--- src/rtl/hybrid_noc_router_be_wrr_arbiter.sv ---
// Weighted round-robin, packet-locking best-effort arbiter for one router output port.
// Optional per-port forwarded-packet counters are built when HYBRID_NOC_BE_ARB_STATS_EN is defined.
module hybrid_noc_router_be_wrr_arbiter #(
  parameter int PORTS    = 5,
  parameter int WEIGHT_W = 4,
  parameter int STAT_W   = 16
) (
  input  logic                        clk,
  input  logic                        rst,
  input  logic [PORTS-1:0]            in_valid,
  input  logic [PORTS-1:0]            in_last,
  output logic [PORTS-1:0]            in_ready,
  input  logic [PORTS*WEIGHT_W-1:0]   weight,
  input  logic                        buffer_ready,
  output logic                        buffer_valid,
  output logic                        buffer_last,
  output logic [$clog2(PORTS)-1:0]    select,
  output logic [PORTS*STAT_W-1:0]     pkt_count
);

  localparam int SEL_W = $clog2(PORTS);

  typedef enum logic {IDLE, LOCKED} state_t;

  state_t              state, state_nxt;
  logic [SEL_W-1:0]    ptr, ptr_nxt;
  logic [WEIGHT_W-1:0] credit, credit_nxt;

  logic [PORTS-1:0]    elig;
  logic                keep_turn;
  logic                scan_vld;
  logic [SEL_W-1:0]    scan_idx;

  always_comb begin
    for (int i = 0; i < PORTS; i++) begin
      elig[i] = in_valid[i] & (|weight[i*WEIGHT_W +: WEIGHT_W]);
    end
  end

  // The current owner keeps the turn while it still has packet credit.
  assign keep_turn = elig[ptr] & (|credit);

  // Scan ptr+1 .. ptr+PORTS; iterating downwards lets the nearest eligible port win.
  always_comb begin
    scan_vld = 1'b0;
    scan_idx = ptr;
    for (int k = PORTS; k >= 1; k--) begin
      if (elig[(int'(ptr) + k) % PORTS]) begin
        scan_vld = 1'b1;
        scan_idx = SEL_W'((int'(ptr) + k) % PORTS);
      end
    end
  end

  always_comb begin
    state_nxt    = state;
    ptr_nxt      = ptr;
    credit_nxt   = credit;
    select       = ptr;
    buffer_valid = 1'b0;
    in_ready     = '0;
    if (state == LOCKED) begin
      buffer_valid = in_valid[ptr];
      if (in_valid[ptr] && buffer_ready) begin
        in_ready[ptr] = 1'b1;
        if (in_last[ptr]) state_nxt = IDLE;
      end
    end else if (keep_turn || scan_vld) begin
      select = keep_turn ? ptr : scan_idx;
      if (buffer_ready) begin
        buffer_valid     = 1'b1;
        in_ready[select] = 1'b1;
        ptr_nxt          = select;
        credit_nxt       = keep_turn ? credit - 1'b1
                                     : weight[select*WEIGHT_W +: WEIGHT_W] - 1'b1;
        if (!in_last[select]) state_nxt = LOCKED;
      end
    end
  end

  assign buffer_last = in_last[select];

  always_ff @(posedge clk) begin
    if (rst) begin
      state  <= IDLE;
      ptr    <= '0;
      credit <= '0;
    end else begin
      state  <= state_nxt;
      ptr    <= ptr_nxt;
      credit <= credit_nxt;
    end
  end

`ifdef HYBRID_NOC_BE_ARB_STATS_EN
  logic [STAT_W-1:0] cnt [PORTS];

  function automatic logic [STAT_W-1:0] sat_inc(input logic [STAT_W-1:0] v);
    return (&v) ? v : v + 1'b1;
  endfunction

  always_ff @(posedge clk) begin
    if (rst) begin
      for (int i = 0; i < PORTS; i++) cnt[i] <= '0;
    end else begin
      for (int i = 0; i < PORTS; i++) begin
        if (in_ready[i] && in_last[i]) cnt[i] <= sat_inc(cnt[i]);
      end
    end
  end

  for (genvar g = 0; g < PORTS; g++) begin : g_cnt
    assign pkt_count[g*STAT_W +: STAT_W] = cnt[g];
  end
`else
  assign pkt_count = '0;
`endif

endmodule

--- config.mk ---
export PLATFORM = sky130hd
export DESIGN_NAME = hybrid_noc_router_be_wrr_arbiter
export DESIGN_NICKNAME = d
export VERILOG_FILES = /design/src/rtl/hybrid_noc_router_be_wrr_arbiter.sv
export SDC_FILE = /design/constraint.sdc
export NUM_CORES = 1
export LEC_CHECK = 0
export ABC_AREA = 1
export CAP_MARGIN = 30
export CORE_MARGIN = 4
export CORE_UTILIZATION = 40
export CTS_CLUSTER_SIZE = 14
export DETAILED_ROUTE_END_ITERATION = 10
export PLACE_DENSITY = 0.74
export SLEW_MARGIN = 0
export SYNTH_ARGS = -nofsm -noshare
export SYNTH_HDL_FRONTEND = slang
export SYNTH_SLANG_ARGS = --single-unit
export TNS_END_PERCENT = 30
--- constraint.sdc ---
create_clock -name clk -period 5.95 [get_ports clk]
set_input_delay 1.4875 -clock clk [delete_from_list [all_inputs] [get_ports clk]]
set_output_delay 1.4875 -clock clk [all_outputs]
set_load 0.1 [all_outputs]
==> results.json <==
{
  "outcome": "finished clean",
  "crit_type": "in2out",
  "drt-initial-drc-count": 228,
  "avgRoutedWirePerCell_um": 13.16,
  "cp.arrival_ps": 4210,
  "routed-wl-met2_um": 4780,
  "initial_core_util_pct": 41.45,
  "antenna_found_initial": 0,
  "maxUsedRoutingLayer": "met4",
  "path_clk_slew_ps": 40,
  "port_buffers": 42,
  "multiInputGateArea_sq_um": 2575,
  "antenna_cells": 0,
  "synth_top_area_share_pct": 18.89,
  "nets": 673,
  "holdCritPathClass": "reg2reg",
  "track_usage_pct": 17.87,
  "placementRows": 32,
  "area_growth_pct": 23.94,
  "crit_required_ps": 4460,
  "synth.distinct_cells": 47,
  "root_buffer": "clkbuf_8",
  "drt_first_pass_iters": 5,
  "ant_nets": 0,
  "dp_hpwl_um": 7479,
  "overflow": 0,
  "synth_edf_count": 0,
  "die_w_um": 97.71,
  "yosysSeqAreaShare_pct": 4.975,
  "yosys_warnings": 0,
  "synth_top_area_cell": "buf_4",
  "seqCellArea_sq_um": 168.9,
  "min_path_cells": 2,
  "grt_max_degree": 18,
  "dieArea_sq_um": 9547,
  "nFillCells": 773,
  "ios": 123,
  "drc": 0,
  "synth_seq_cells": 8,
  "yosysMostFrequentCell": "nand2_1",
  "grt_pass1_vias": 3280,
  "start_kind": "input pin",
  "fmax_mhz": 175.4,
  "num_vias": 3571,
  "slew_viol_final": 0,
  "clock_skew_ps": 6.680,
  "endpoint_kind": "primary output",
  "fin_crit_ps": 5701,
  "ys.flop_type": "dfxtp_1",
  "cts_buffers": 3,
  "cts_tree": "built",
  "die_h_um": 97.71,
  "finalCritPeriodShare_pct": 95.81,
  "drv_cap": 0,
  "synth_commonest_cells": "nand2_1, buf_4, inv_1, nand3_1, nor2_1",
  "grt_pass1_wl_um": 14760,
  "h-tree-depth": 1,
  "wl_met3_um": 745,
  "final_util_pct": 51.37,
  "cp_max_fo": 8,
  "hold_violations": 0,
  "coreArea_sq_um": 7767,
  "wl_met1_um": 3686,
  "wirelength_um": 9421,
  "synth.avg_cell_area_sq_um": 5.864,
  "syn_area_sq_um": 3219,
  "synthArstFlopShare_pct": 0,
  "worstSkewPairLatency_ps": 240,
  "finalSetupViolCount": 0,
  "ys_top_cells_by_area": "buf_4, nand2_1, ha_1, inv_1, nand3_1",
  "drive_gt1_share_pct": 21.50,
  "numClockSinks": 8,
  "postCtsHoldBufs": 0,
  "syn_inst": 549,
  "r2r_cells": 37,
  "viasPerCell": 4.987,
  "cts_buffer_depth": 2,
  "place_congestion": 0.9393
}
==> what timing repair did <==
| item | 4_1_cts | 5_1_grt |
|---|---|---|
| resized for setup | 3 | 40 |
| setup buffers | 1 | 15 |
| cloned | 0 | 0 |
| setup endpoints to repair | 5 | 8 |
| pin swaps | 1 | 9 |
==> state kept, by name, summed over array words and instances (netlist names) <==
register  flops
credit        4
state         1
ptr           3
==> per-stage QoR <==
step           std cells  TNS (ps)  area [sq um]  setup WS [ps]  hold WS [ps]
6_report             716         0          3990          249.3         566.9
5_1_grt              716    -70.02          3990         -70.02         607.3
4_1_cts              701         0          3735          9.135         565.5
3_5_place_dp         697         0          3672          18.08         555.2
3_3_place_gp         697         0          3672          84.58         548.3
2_1_floorplan        628    -881.2          3576         -573.2         498.7
==> worst max-delay path, cell delays in order <==
cell	delay, ps
clkdlybuf4s50_1	440
nor2_1	140
nand3_1	120
nand2_2	140
a21oi_1	70
o21ai_0	70
o31ai_1	100
a21oi_1	130
o22ai_1	80
and2_2	240
inv_1	110
nand2_1	70
inv_2	40
nand2_1	70
nand2_4	60
nand2_1	50
o21ai_2	100
inv_2	60
a21oi_1	100
o21ai_1	70
nand2_1	70
nor2_2	50
a21oi_4	140
buf_12	190
==> layer usage <==
| layer | track usage, % | vias to the layer above |
|---|---|---|
| li1 | - | 1748 |
| met1 | 21.71 | 1610 |
| met2 | 32.79 | 187 |
| met3 | 1.723 | 26 |
| met4 | 5.857 | 0 |
| met5 | 0 | - |
==> area by class of cell <==
class,count,share of cell area (%)
inverter,77,7.557
tap,102,3.198
sequential,8,4.233
clock buffer,3,1.035
multi-input combinational,452,64.53
timing repair buffer,74,19.44
==> worst paths after layout <==
path | start | endpoint | slack (ps)
hold / removal | credit[1] | credit[1] | 570
hold reg to reg | credit[1] | credit[1] | 570
setup reg to reg | ptr[1] | credit[2] | 1550
setup / recovery | weight[14] | buffer_last | 250
==> layout by cell type, fill, tap and decap left out, types with 3 or more instances in the layout <==
| cell type | instances |
|---|---|
| conb_1 | 80 |
| a21oi_4 | 3 |
| nand2_2 | 24 |
| buf_4 | 28 |
| o211ai_1 | 5 |
| inv_1 | 65 |
| nor2_2 | 4 |
| clkbuf_8 | 3 |
| buf_6 | 4 |
| dfxtp_1 | 5 |
| nand3_1 | 51 |
| nand4_1 | 6 |
| xor2_1 | 3 |
| o21ai_0 | 20 |
| buf_12 | 10 |
| o21ai_1 | 11 |
| nor3_1 | 5 |
| ha_1 | 21 |
| nand3_2 | 6 |
| nand2_1 | 117 |
| inv_2 | 8 |
| nand3b_1 | 4 |
| a21oi_1 | 21 |
| clkdlybuf4s50_1 | 32 |
| a21oi_2 | 4 |
| nor2_1 | 28 |
| o21ai_2 | 5 |
| o22ai_2 | 3 |
==> cell families after synthesis <==
logic type	synth area share, %
buf+inv	30.00
xor+xnor	1.593
fa+ha+maj	9.328
other cells	0.1165
simple gates	37.35
flops	4.975
compound gates	16.64
Power is not shown: default switching activity piles up to over one toggle a cycle in this logic, so the estimate is an artifact.
